[src/rtl/data_control_pkg.sv]
// Shared opcode, ALU-op and control-word definitions for the data_control decode stage.
package data_control_pkg;

  localparam logic [3:0] OP_NOP  = 4'h0;
  localparam logic [3:0] OP_ADD  = 4'h1;
  localparam logic [3:0] OP_SUB  = 4'h2;
  localparam logic [3:0] OP_AND  = 4'h3;
  localparam logic [3:0] OP_OR   = 4'h4;
  localparam logic [3:0] OP_ADDI = 4'h5;
  localparam logic [3:0] OP_ANDI = 4'h6;
  localparam logic [3:0] OP_ORI  = 4'h7;
  localparam logic [3:0] OP_LW   = 4'h8;
  localparam logic [3:0] OP_SW   = 4'h9;
  localparam logic [3:0] OP_BEQ  = 4'hA;
  localparam logic [3:0] OP_JMP  = 4'hB;
  localparam logic [3:0] OP_HLT  = 4'hF;

  localparam logic [1:0] ALU_ADD = 2'b00;
  localparam logic [1:0] ALU_SUB = 2'b01;
  localparam logic [1:0] ALU_AND = 2'b10;
  localparam logic [1:0] ALU_OR  = 2'b11;

  localparam int CP_REG_WR      = 8;
  localparam int CP_MEM_RD      = 7;
  localparam int CP_MEM_WR      = 6;
  localparam int CP_MEM_TO_REG  = 5;
  localparam int CP_ALU_SRC_IMM = 4;
  localparam int CP_REG_DST_RD  = 3;
  localparam int CP_BRANCH      = 2;
  localparam int CP_JUMP        = 1;
  localparam int CP_HALT        = 0;

  typedef logic [8:0] ctrl_word_t;

  localparam ctrl_word_t CW_NOP  = 9'b000000000;
  localparam ctrl_word_t CW_HALT = 9'b000000001;

  // Builds a control word from its individual fields.
  function automatic ctrl_word_t make_ctrl(
    input logic reg_wr, input logic mem_rd, input logic mem_wr,
    input logic mem_to_reg, input logic alu_src_imm, input logic reg_dst_rd,
    input logic branch, input logic jump, input logic halt
  );
    ctrl_word_t w;
    w                 = CW_NOP;
    w[CP_REG_WR]      = reg_wr;
    w[CP_MEM_RD]      = mem_rd;
    w[CP_MEM_WR]      = mem_wr;
    w[CP_MEM_TO_REG]  = mem_to_reg;
    w[CP_ALU_SRC_IMM] = alu_src_imm;
    w[CP_REG_DST_RD]  = reg_dst_rd;
    w[CP_BRANCH]      = branch;
    w[CP_JUMP]        = jump;
    w[CP_HALT]        = halt;
    return w;
  endfunction

endpackage

[src/rtl/data_control_decode.sv]
// Combinational opcode decoder producing the control word and ALU select.
module data_control_decode
  import data_control_pkg::*;
(
  input  logic [3:0] opcode,
  output ctrl_word_t ctrl_word,
  output logic [1:0] alu_op
);

  // Opcode to control word / ALU select table; reserved opcodes act as NOP.
  always_comb begin
    ctrl_word = CW_NOP;
    alu_op    = ALU_ADD;
    case (opcode)
      OP_NOP: begin
        ctrl_word = CW_NOP;
        alu_op    = ALU_ADD;
      end
      OP_ADD: begin
        ctrl_word = make_ctrl(1'b1, 1'b0, 1'b0, 1'b0, 1'b0, 1'b1, 1'b0, 1'b0, 1'b0);
        alu_op    = ALU_ADD;
      end
      OP_SUB: begin
        ctrl_word = make_ctrl(1'b1, 1'b0, 1'b0, 1'b0, 1'b0, 1'b1, 1'b0, 1'b0, 1'b0);
        alu_op    = ALU_SUB;
      end
      OP_AND: begin
        ctrl_word = make_ctrl(1'b1, 1'b0, 1'b0, 1'b0, 1'b0, 1'b1, 1'b0, 1'b0, 1'b0);
        alu_op    = ALU_AND;
      end
      OP_OR: begin
        ctrl_word = make_ctrl(1'b1, 1'b0, 1'b0, 1'b0, 1'b0, 1'b1, 1'b0, 1'b0, 1'b0);
        alu_op    = ALU_OR;
      end
      OP_ADDI: begin
        ctrl_word = make_ctrl(1'b1, 1'b0, 1'b0, 1'b0, 1'b1, 1'b0, 1'b0, 1'b0, 1'b0);
        alu_op    = ALU_ADD;
      end
      OP_ANDI: begin
        ctrl_word = make_ctrl(1'b1, 1'b0, 1'b0, 1'b0, 1'b1, 1'b0, 1'b0, 1'b0, 1'b0);
        alu_op    = ALU_AND;
      end
      OP_ORI: begin
        ctrl_word = make_ctrl(1'b1, 1'b0, 1'b0, 1'b0, 1'b1, 1'b0, 1'b0, 1'b0, 1'b0);
        alu_op    = ALU_OR;
      end
      OP_LW: begin
        ctrl_word = make_ctrl(1'b1, 1'b1, 1'b0, 1'b1, 1'b1, 1'b0, 1'b0, 1'b0, 1'b0);
        alu_op    = ALU_ADD;
      end
      OP_SW: begin
        ctrl_word = make_ctrl(1'b0, 1'b0, 1'b1, 1'b0, 1'b1, 1'b0, 1'b0, 1'b0, 1'b0);
        alu_op    = ALU_ADD;
      end
      OP_BEQ: begin
        ctrl_word = make_ctrl(1'b0, 1'b0, 1'b0, 1'b0, 1'b0, 1'b0, 1'b1, 1'b0, 1'b0);
        alu_op    = ALU_SUB;
      end
      OP_JMP: begin
        ctrl_word = make_ctrl(1'b0, 1'b0, 1'b0, 1'b0, 1'b0, 1'b0, 1'b0, 1'b1, 1'b0);
        alu_op    = ALU_ADD;
      end
      OP_HLT: begin
        ctrl_word = CW_HALT;
        alu_op    = ALU_ADD;
      end
      default: begin
        ctrl_word = CW_NOP;
        alu_op    = ALU_ADD;
      end
    endcase
  end

endmodule

[src/rtl/data_control.sv]
// Decode stage control register: one-cycle registered decode with a sticky halt.
module data_control
  import data_control_pkg::*;
(
  input  logic       clk,
  input  logic       rst,
  input  logic [3:0] OPcode,
  output logic [8:0] CONTROL_PIPE,
  output logic [1:0] ALU_OPcode
);

  ctrl_word_t dec_ctrl_s;
  logic [1:0] dec_alu_s;
  ctrl_word_t ctrl_r;
  logic [1:0] alu_r;
  logic       halt_r;

  data_control_decode u_decode (
    .opcode    (OPcode),
    .ctrl_word (dec_ctrl_s),
    .alu_op    (dec_alu_s)
  );

  // Output registers and halt flag; reset wins over any opcode, halt overrides decode.
  always_ff @(posedge clk) begin
    if (rst) begin
      ctrl_r <= CW_NOP;
      alu_r  <= ALU_ADD;
      halt_r <= 1'b0;
    end else if (halt_r) begin
      ctrl_r <= CW_HALT;
      alu_r  <= ALU_ADD;
      halt_r <= 1'b1;
    end else begin
      ctrl_r <= dec_ctrl_s;
      alu_r  <= dec_alu_s;
      halt_r <= (OPcode == OP_HLT);
    end
  end

  assign CONTROL_PIPE = ctrl_r;
  assign ALU_OPcode   = alu_r;

endmodule

[config.mk]
export PLATFORM = sky130hd
export DESIGN_NAME = data_control
export DESIGN_NICKNAME = d
export VERILOG_FILES = /design/src/rtl/data_control_pkg.sv /design/src/rtl/data_control_decode.sv /design/src/rtl/data_control.sv
export SDC_FILE = /design/constraint.sdc
export NUM_CORES = 1
export LEC_CHECK = 0
export ABC_AREA = 1
export CORE_AREA = 2 2 39 41
export CTS_BUF_LIST = sky130_fd_sc_hd__clkbuf_8 sky130_fd_sc_hd__clkbuf_16
export CTS_CLUSTER_SIZE = 12
export DETAILED_ROUTE_END_ITERATION = 16
export DIE_AREA = 0 0 41 43
export GPL_ROUTABILITY_DRIVEN = 0
export GPL_TIMING_DRIVEN = 1
export PLACE_DENSITY = 0.66
export RECOVER_POWER = 100
export SETUP_SLACK_MARGIN = 0.5
export SLEW_MARGIN = 40
export SYNTH_ARGS = -nofsm -noshare
export SYNTH_HDL_FRONTEND = slang
export SYNTH_SLANG_ARGS = --single-unit
[constraint.sdc]
create_clock -name clk -period 1.95 [get_ports clk]
set_input_delay 0.39 -clock clk [delete_from_list [all_inputs] [get_ports clk]]
set_output_delay 0.39 -clock clk [all_outputs]
set_load 0.05 [all_outputs]
* Yosys cells after proc, flatten, opt, wreduce, memory -nomap -nowiden *
Memory sizes are Yosys's and may differ from the RTL's.
Cells that the tools add are included.
Widths: inputs -> output; s select.

word-level totals
  bits in writable memories = 0
  memories = 1
  latch bits = 0
  logic and storage cells = 9
  flip-flop bits (word level) = 12
  bits of input ports = 6
  output and inout bits = 11
  bits in read-only memories = 176

operators by class
  mux-type cells = 2
  shift-type cells = 0
  bitwise operators = 0
  reductions and logical operators = 1
  divide/modulo/power cells = 0
  $add $sub $neg = 0
  order comparisons = 0
  eq/ne operators = 1
  multiply operators = 0

memory list
  memory            words  bits a word  read ports  clocked after memory_dff  write ports  line                       source
  (name not given)  16     11           1           0                         0            data_control_decode.sv:14  case (opcode)

operators by type and width
  cell                count
  $eq 4x4->1 const B  1
  $mux 1              2
  $reduce_or 2->1     1

* Depth between registers and ports, before layout *
  depth after elaboration = 2
  mapped depth = 5
  gate-level depth less buffers = 5

* Hierarchy *
A second synthesis with hierarchy kept.

second synthesis, totals
  cell total of the unflattened synthesis = 76
  area total of the unflattened synthesis = 585.6 µm²

modules (own cells, without submodules)
  module               area an instance (µm²)  sequential area each (µm²)  times used  cells an instance
  data_control         389.1                   240.2                       1           41
  data_control_decode  196.4                   0.0                         1           35

* Least setup slack after synthesis *
No wires, ideal clock.

  path kind = flip-flop to output port
  start point = reg ctrl_r[7] (netlist: CONTROL_PIPE[7])
  end point = out CONTROL_PIPE[7]
  required time = 1560 ps
  buffers on the path = 1
  arrival time = 894 ps
  cell stages (with the launch flop) = 2
  path slack = 666 ps
  path through = dfxtp_1 > buf_4

RTL lines
  item                      line                source
  start: declaration        data_control.sv:14  ctrl_word_t ctrl_r;
  start signal: assignment  data_control.sv:35  ctrl_r <= dec_ctrl_s;
  end: declaration          data_control.sv:8   output logic [8:0] CONTROL_PIPE,

No word-level cell between the ends.

* Worst setup path after layout *
  start point = reg ctrl_r[1] (netlist: CONTROL_PIPE[1])
  end point = out CONTROL_PIPE[1]

No word-level cell between the ends.

==> reports/qor.yml <==
status: "finished clean"
hold_violations: 0
min_period_ps: 1500
pwr_density_cell_mw_per_mm2: 874
setup_tns_ps: 0
cts_buffers: 3
synth_top_area_share_pct: 51.5
coreArea_mm2: 0.00138
path_class: "flip-flop to output pin"
final_layout_size_suffix_gt1_share_pct: 7.25
drtIter0Drc: 18
rsz0062_at_grt: "true"
slew_violations: 0
synth_cell_types: 12
ys_seq_area_share_pct: 51.5
nNetsFinal: 80
ir_drop_mv: 0.355
synth.ff_latch_count: 11
fin_cells: 85
max_freq_mhz: 666
start_kind: "flip-flop"
cts_sinks: 11
rows: 14
cp_slowest_stage_delay_ps: 570
cts_max_level: 1
routed_wl_um: 799
synth_area_per_cell_um2: 8.56
drt_pre_antenna_iters: 4
critPathTopFamily: "buffers and inverters"
synth_area_leaders: "dfxtp_1, ha_1, nand2_1"
grt_pass1_wl_um: 1230
clkSlewWorstSetupHoldPaths_ps: 50
fin_skew_ps: 0.589
hp-class: "flip-flop to flip-flop"
io_buffer_count: 16
synth_nets: 60
cp.arrival_ps: 1110
fin_crit_sh_pct: 77.0
yosys.area.top_type: "dfxtp_1"
relSlewSlack_pct: 59.9
yosysWarnings: 0
clock-root-buffer: "clkbuf_8"
diodes: 0
dieArea_mm2: 0.00176
chipHeight_um: 43
cp_slowest_cell: "clkdlybuf4s25_1"
maxCapViolCount: 0
cp.required_ps: 1560
netlist_instances: 50
drc: 0
dp_hpwl_um: 544
detail_route.vias_per_cell: 4.33
power_leakage_nw: 0.292
start_util_pct: 30.9
nFillCells: 139
critPathBufInv: 1
io_pins: 17
overflow: 0
setup_viol: 0
cp_max_fo: 1
antenna_found_initial: 0
area_growth_syn_to_layout_pct: 43.9
syn_area_um2: 428
cts_tree: "yes"
grt_usage_pct: 10.8
dpl.cell_count: 81
wl_per_cell_um: 9.40
drtAntennaViolNets: 0
vias: 368
grt_max_degree: 8
clockBufferDepth: 2
die_x_um: 41
fin_util_pct: 44.5
postCtsSetupBuffers: 0
worstMarginPinSlew_ps: 604
path_cells: "clkdlybuf4s25_1"
grt_pass1_vias: 317
endpoint_kind: "output pin"
insertion_delay_ps: 240
[worst reg2reg max path, stage by stage, from the launching register on]
cell	delay, ps
dfxtp_1	310
nor2_1	360
nand2_1	130
nor3_1	140
[final cells by class]
class                      instances  area, um2  area share, %
tap                               16       20.0           3.25
timing repair buffer              16        138           22.4
clock buffer                       3       41.3           6.71
inverter                           8       30.0           4.88
multi-input combinational         30        163           26.4
sequential                        11        220           35.8
clock inverter                     1       3.75          0.610
[through the flow]
stage | area [um2] | hold WS (ps) | total power [W] | setup WS (ps)
floorplan | 428 | 459 | 0.000294 | 666
global placement | 601 | 491 | 0.000328 | 367
detailed placement | 601 | 500 | 0.000329 | 345
CTS | 636 | 507 | 0.000542 | 478
global route | 616 | 509 | 0.000555 | 398
finish | 616 | 474 | 0.000538 | 448
[sequential cells by signal, indices dropped and copies added (netlist names)]
| register | count |
|---|---|
| CONTROL_PIPE | 8 |
| ALU_OPcode | 2 |
| halt_r | 1 |
[synthesized netlist by cell type]
cell type  number
a21oi_1         4
buf_4           1
dfxtp_1        11
ha_1            4
inv_1           7
inv_2           1
nand2_1         8
nand3_1         5
nand4_1         1
nor2_1          6
nor2_4          1
nor3_1          1
[final timing paths]
check                  startpoint         endpoint  slack, ps  cells past startpoint
hold / removal             halt_r           halt_r        470                      2
hold reg to reg            halt_r           halt_r        470                      2
setup / recovery  CONTROL_PIPE[1]  CONTROL_PIPE[1]        450                      1
setup reg to reg           halt_r  CONTROL_PIPE[1]        950                      3
[logic make-up (layout without fill, tap and decap cells)]
group	after synthesis	count (layout)	share of synthesized area, %
AOI/OAI and AO/OA	4	4	4.68
adders and majority gates	4	4	11.7
buffers and inverters	9	28	8.77
DFF	11	11	51.5
and+or+nand+nor	22	22	23.4
[per-layer routing]
metal / GRT usage, % / vias up / wire length [um]
met4: 12.0 / 0 / 30
met5: 0 / - / 0
met1: 13.0 / 155 / 335
met2: 14.4 / 17 / 379
li1: - / 193 / -
met3: 1.57 / 3 / 53
[report_power, final]
| group | internal [W] | leakage [nW] | total (W) | switching (W) |
|---|---|---|---|---|
| logic | 0.0000257 | 0.175 | 0.0000820 | 0.0000562 |
| registers | 0.000234 | 0.0898 | 0.000236 | 0.00000222 |
| clock network | 0.000138 | 0.0269 | 0.000219 | 0.0000816 |
[cells in the final DEF, fill, tap and decap left out, drive strengths merged]
cell type,n
a21oi,4
clkbuf,7
clkdlybuf4s25,7
clkdlybuf4s50,2
dfxtp,11
dlygate4sd3,2
dlymetal6s2s,1
ha,4
inv,9
nand2,8
nand3,5
nand4,1
nor2,7
nor3,1
[repair_timing]
action / CTS / global route
resized for setup: 14 / 14
hold buffers: 0 / 0
endpoints found under the setup margin: 11 / 12
No activity file was read; power rests on OpenSTA's default activity.
